### config.mk
export PLATFORM = sky130hd
export DESIGN_NAME = llc_req_sched
export DESIGN_NICKNAME = d
export VERILOG_FILES = /design/src/rtl/llc_req_sched_pkg.sv /design/src/rtl/llc_req_sched_pick.sv /design/src/rtl/llc_req_sched.sv
export SDC_FILE = /design/constraint.sdc
export NUM_CORES = 1
export LEC_CHECK = 0
export BUFFER_PORTS_ARGS = -buffer_cell sky130_fd_sc_hd__buf_2
export CORE_AREA = 5 5 42 44
export DETAILED_ROUTE_END_ITERATION = 8
export DIE_AREA = 0 0 47 49
export PLACE_DENSITY_LB_ADDON = 0.3
export SLEW_MARGIN = 20
export SYNTH_ARGS = -nofsm -noshare
export SYNTH_HDL_FRONTEND = slang
export SYNTH_HIERARCHICAL = 1
export SYNTH_SLANG_ARGS = --single-unit
### constraint.sdc
create_clock -name clk -period 3.4 [get_ports clk]
set_input_delay 0.68 -clock clk [delete_from_list [all_inputs] [get_ports clk]]
set_output_delay 0.68 -clock clk [all_outputs]
set_load 0.02 [all_outputs]
### src/rtl/llc_req_sched_pkg.sv
// Source encoding shared by the LLC request scheduler: one-hot grant vector,
// bit indices per source, and the scheduler FSM state constants.
package llc_req_sched_pkg;

  localparam int SRC_N       = 5;
  localparam int SRC_RST_TB  = 0;
  localparam int SRC_MEM_RSP = 1;
  localparam int SRC_RSP     = 2;
  localparam int SRC_REQ     = 3;
  localparam int SRC_DMA     = 4;

  typedef logic [SRC_N-1:0] src_onehot_t;

  localparam src_onehot_t SRC_NONE       = 5'b00000;
  localparam src_onehot_t SRC_OH_RST_TB  = 5'b00001;
  localparam src_onehot_t SRC_OH_MEM_RSP = 5'b00010;
  localparam src_onehot_t SRC_OH_RSP     = 5'b00100;
  localparam src_onehot_t SRC_OH_REQ     = 5'b01000;
  localparam src_onehot_t SRC_OH_DMA     = 5'b10000;

  localparam logic [0:0] STATE_IDLE = 1'b0;
  localparam logic [0:0] STATE_BUSY = 1'b1;

endpackage

### src/rtl/llc_req_sched_pick.sv
// Combinational winner selection: fixed priority with starvation promotion of
// req and a round-robin tie-break between req and dma.
module llc_sched_pick
  import llc_req_sched_pkg::*;
(
  input  logic [SRC_N-1:0] elig_i,
  input  logic             rr_dma_first_i,
  input  logic             promote_i,
  output logic [SRC_N-1:0] winner_o
);

  always_comb begin
    winner_o = SRC_NONE;
    if (elig_i[SRC_RST_TB]) begin
      winner_o = SRC_OH_RST_TB;
    end else if (elig_i[SRC_MEM_RSP]) begin
      winner_o = SRC_OH_MEM_RSP;
    end else if (promote_i && elig_i[SRC_REQ]) begin
      winner_o = SRC_OH_REQ;
    end else if (elig_i[SRC_RSP]) begin
      winner_o = SRC_OH_RSP;
    end else if (elig_i[SRC_REQ] && elig_i[SRC_DMA]) begin
      winner_o = rr_dma_first_i ? SRC_OH_DMA : SRC_OH_REQ;
    end else if (elig_i[SRC_REQ]) begin
      winner_o = SRC_OH_REQ;
    end else if (elig_i[SRC_DMA]) begin
      winner_o = SRC_OH_DMA;
    end
  end

endmodule

### src/rtl/llc_req_sched.sv
// LLC request scheduler: arbitrates five sources into the LLC pipeline, one
// transaction in flight at a time, with starvation protection for req_in.
module llc_req_sched
  import llc_req_sched_pkg::*;
#(
  parameter int STARVE_MAX = 15
) (
  input  logic       clk,
  input  logic       rst,
  input  logic       rst_tb_valid,
  input  logic       llc_mem_rsp_valid,
  input  logic       llc_rsp_in_valid,
  input  logic       llc_req_in_valid,
  input  logic       llc_dma_req_in_valid,
  output logic       rst_tb_ready,
  output logic       llc_mem_rsp_ready,
  output logic       llc_rsp_in_ready,
  output logic       llc_req_in_ready,
  output logic       llc_dma_req_in_ready,
  input  logic       req_blocked,
  input  logic       mshr_avail,
  input  logic       core_idle,
  input  logic       core_done,
  output logic [4:0] grant,
  output logic       grant_valid
);

  logic [0:0]       state_q, state_d;
  logic [SRC_N-1:0] grant_q, grant_d;
  logic             rr_q, rr_d;
  logic [3:0]       starve_q, starve_d;

  logic [SRC_N-1:0] elig;
  logic [SRC_N-1:0] winner;
  logic [SRC_N-1:0] ready_vec;
  logic             is_idle;
  logic             promote;
  logic             transfer;

  assign is_idle = (state_q == STATE_IDLE);
  assign promote = (int'(starve_q) == STARVE_MAX);

  assign elig[SRC_RST_TB]  = rst_tb_valid;
  assign elig[SRC_MEM_RSP] = llc_mem_rsp_valid;
  assign elig[SRC_RSP]     = llc_rsp_in_valid;
  assign elig[SRC_REQ]     = llc_req_in_valid & ~req_blocked & mshr_avail;
  assign elig[SRC_DMA]     = llc_dma_req_in_valid & ~req_blocked;

  llc_sched_pick u_pick (
    .elig_i         (elig),
    .rr_dma_first_i (rr_q),
    .promote_i      (promote),
    .winner_o       (winner)
  );

  // Winner is already gated by eligibility, so a ready always implies a transfer.
  assign ready_vec = winner & {SRC_N{is_idle & core_idle}};
  assign transfer  = |ready_vec;

  assign rst_tb_ready         = ready_vec[SRC_RST_TB];
  assign llc_mem_rsp_ready    = ready_vec[SRC_MEM_RSP];
  assign llc_rsp_in_ready     = ready_vec[SRC_RSP];
  assign llc_req_in_ready     = ready_vec[SRC_REQ];
  assign llc_dma_req_in_ready = ready_vec[SRC_DMA];

  assign grant       = grant_q;
  assign grant_valid = (state_q == STATE_BUSY);

  always_comb begin
    state_d  = state_q;
    grant_d  = grant_q;
    rr_d     = rr_q;
    starve_d = starve_q;

    if (is_idle) begin
      if (transfer) begin
        state_d = STATE_BUSY;
        grant_d = winner;
        if (winner[SRC_REQ]) rr_d = 1'b1;
        if (winner[SRC_DMA]) rr_d = 1'b0;
      end
    end else if (core_done) begin
      state_d = STATE_IDLE;
      grant_d = SRC_NONE;
    end

    // Saturating count of IDLE cycles where req could have gone but did not.
    if (!llc_req_in_valid || ready_vec[SRC_REQ]) begin
      starve_d = 4'd0;
    end else if (is_idle && elig[SRC_REQ] && (starve_q != 4'hF)) begin
      starve_d = starve_q + 4'd1;
    end
  end

  always_ff @(posedge clk or negedge rst) begin
    if (!rst) begin
      state_q  <= STATE_IDLE;
      grant_q  <= SRC_NONE;
      rr_q     <= 1'b0;
      starve_q <= 4'd0;
    end else begin
      state_q  <= state_d;
      grant_q  <= grant_d;
      rr_q     <= rr_d;
      starve_q <= starve_d;
    end
  end

endmodule
==> metrics <==
run status=finished, final reports clean; Reg clk slew, reported paths=0.07 ns; Clock Sink Count=11; Worst-Margin Slew=0.405 ns; Placed Instances=96; # Max-Cap Violations=0; Pwr Density=395 mW/mm^2; final clock skew=0.00567 ns; Synth Register Bits=11; R2R Path End=grant_valid; global route total overflow=0; Chip Height=49 um; Worst EP required=2.72 ns; CTS HTree Levels=1; core area=0.00140 mm^2; worst-skew pair later-pin latency=0.26 ns; GRT Resource Usage Total=13.7%; clk root buf=clkbuf_4; WL met3=87 um; worst reg2reg path depth=7; Switch Pwr=0.0871 mW; CTS buffer count=3; Vias=561; Max VDD drop=235 uV; fill cell count=147; Residual DRC=0; internal reg-to-reg setup slack=1.33 ns; P_int=0.213 mW; hold_buf cts=0; critical path arrival=1.89 ns; total iterations of the first detailed-routing run=4; Post-Route Utilization=54.2%; die width=47 um; Starting Density=44.2%; Nets=97; # diodes=0; worst-path maximum fanout=4; io pins=22; Startpoint Class=input port; initial drt markers=9; antenna viol nets, final=0; yosys warns=6; Avg WL per Cell=13.8 um; Final Max Tran Viols=0; Unique masters post-synth=29; Final GP Congestion=0.880; mapped cell area=619 um^2; fmax=0.390 GHz; global-route wire length before repair=2.32 mm; RSZ-0062 raised after global routing=no; Comb power frac=21.4%; CTS tree=yes; P_leak=0.400 nW; syn nets=73; vias in the first global route=572; largest net degree at the start of global routing=12; area grow syn2layout=22.6%; Clk pwr share=28.7%; DR WL met2=707 um; row count=14; WL final=1.38 mm; detailed-route vias per instance=5.61; Port Buf Inserts=21; Finish-stage setup viols=0; share of cells above drive strength 1=33.3%; Flop pwr share=49.9%; HP Class=input port to asynchronous set/reset pin; area of the die=0.00230 mm^2; CP Capture Type=output pin; PostCTS Resize Cnt=0; final setup TNS=0 ns; Period minus WS final=2.57 ns; sw frac=29.0%; Hold Fails Final Rpt=0; Min Hold Slack=0.268 ns; Final Cycle Share=75.5%; Worst R2R Start=starve_q[1]; Cells after Synth=61; kind of critical path=input port to output pin; # Post-CTS Setup Buffers=0; Synth Area per Inst=10.2 um^2; antenna violations before repair=0; DRT met1 WL=574 um; Rel. slew slack=72.6%; DR top layer=met4; Post-DP HPWL=1.10 mm; sequential fraction of the synthesis area=44.4%; post-route insts no fill=100; Max clock buf depth=2
## synth_stat cells (all sizes together)
cell | instances | share of area (%)
buf | 1 | 1.2
and4b | 1 | 1.6
nand4bb | 1 | 1.8
and2 | 4 | 4.2
and3 | 2 | 2.0
nand3b | 2 | 2.4
nor4bb | 1 | 1.6
and3b | 1 | 1.4
o21ai | 4 | 5.1
dfrtp | 11 | 44
a31o | 5 | 7.1
or4 | 1 | 1.8
nand3 | 1 | 0.81
or4b | 1 | 1.6
or3 | 2 | 2.0
ha | 1 | 2.0
nand2b | 1 | 1.0
a21oi | 7 | 6.3
inv | 2 | 1.2
nand2 | 3 | 1.8
nor3 | 1 | 0.81
clkbuf | 1 | 0.61
nor2 | 2 | 1.2
nor2b | 3 | 3.0
o211a | 1 | 1.6
o31ai | 1 | 1.2
## routing by layer
| layer | GRT usage, % | vias up |
|---|---|---|
| met1 | 15.4 | 266 |
| met4 | 8.29 | 0 |
| li1 | - | 274 |
| met2 | 21.9 | 19 |
| met5 | 0 | - |
| met3 | 3.69 | 2 |
## power by group through the flow
stage | logic [mW] | registers (mW) | clock network [mW]
global placement | 0.0641 | 0.152 | 0
global route | 0.0710 | 0.151 | 0.101
finish | 0.0642 | 0.150 | 0.0860
detailed placement | 0.0649 | 0.152 | 0
floorplan | 0.0305 | 0.162 | 0
CTS | 0.0652 | 0.150 | 0.0915
## worst max-delay path by stage
stage	from	to	slack [ns]	cells after the start
6_report	req_blocked	llc_dma_req_in_ready	0.83	6
5_1_grt	starve_q[0]	llc_dma_req_in_ready	0.73	6
4_1_cts	req_blocked	llc_dma_req_in_ready	0.81	6
3_5_place_dp	req_blocked	llc_dma_req_in_ready	0.80	6
3_3_place_gp	req_blocked	llc_dma_req_in_ready	0.85	6
2_1_floorplan	llc_dma_req_in_valid	llc_dma_req_in_ready	1.08	4
## cell families after synthesis
kind of cell    after synthesis  synth area share [%]
buf+inv                       4                  3.03
compound gates               18                  21.2
flops                        11                  44.4
fa+ha+maj                     1                  2.02
simple gates                 27                  29.3
## state kept, by name, indices dropped and copies added, names as in the netlist
signal / cells
rr_q: 1
grant_valid: 1
starve_q: 4
grant: 5
## final cells by class
| class | count | area (um^2) | share of cell area (%) |
|---|---|---|---|
| multi-input cells | 46 | 325 | 42.8 |
| well taps | 16 | 20.0 | 2.64 |
| clock buffers | 4 | 26.3 | 3.46 |
| inverters | 2 | 7.51 | 0.988 |
| repair buffers | 21 | 105 | 13.8 |
| flip-flops and latches | 11 | 275 | 36.2 |
## critical path: stages
cell     delay, ns
buf_2         0.11
nor2b_1       0.13
or4b_1        0.47
a21oi_2       0.13
and2_1        0.18
buf_2         0.18
## through the flow
stage / worst slack [ns] / instance area (um^2) / total power, mW
after floorplan: 1.08 / 619 / 0.192
after global placement: 0.849 / 733 / 0.216
after detailed placement: 0.805 / 733 / 0.217
after CTS: 0.809 / 759 / 0.306
after global routing: 0.725 / 759 / 0.324
final: 0.834 / 759 / 0.300
## cell usage in the layout, fill, tap and decap left out, types with 3 or more instances in the layout
cell type and n:
clkbuf_4 3, o21ai_0 3, nor2b_1 3, and2_1 3, nand2_1 3, a21oi_1 6
dfrtp_1 11, buf_2 21, a31o_1 5
No activity file was read; power rests on OpenSTA's default activity.
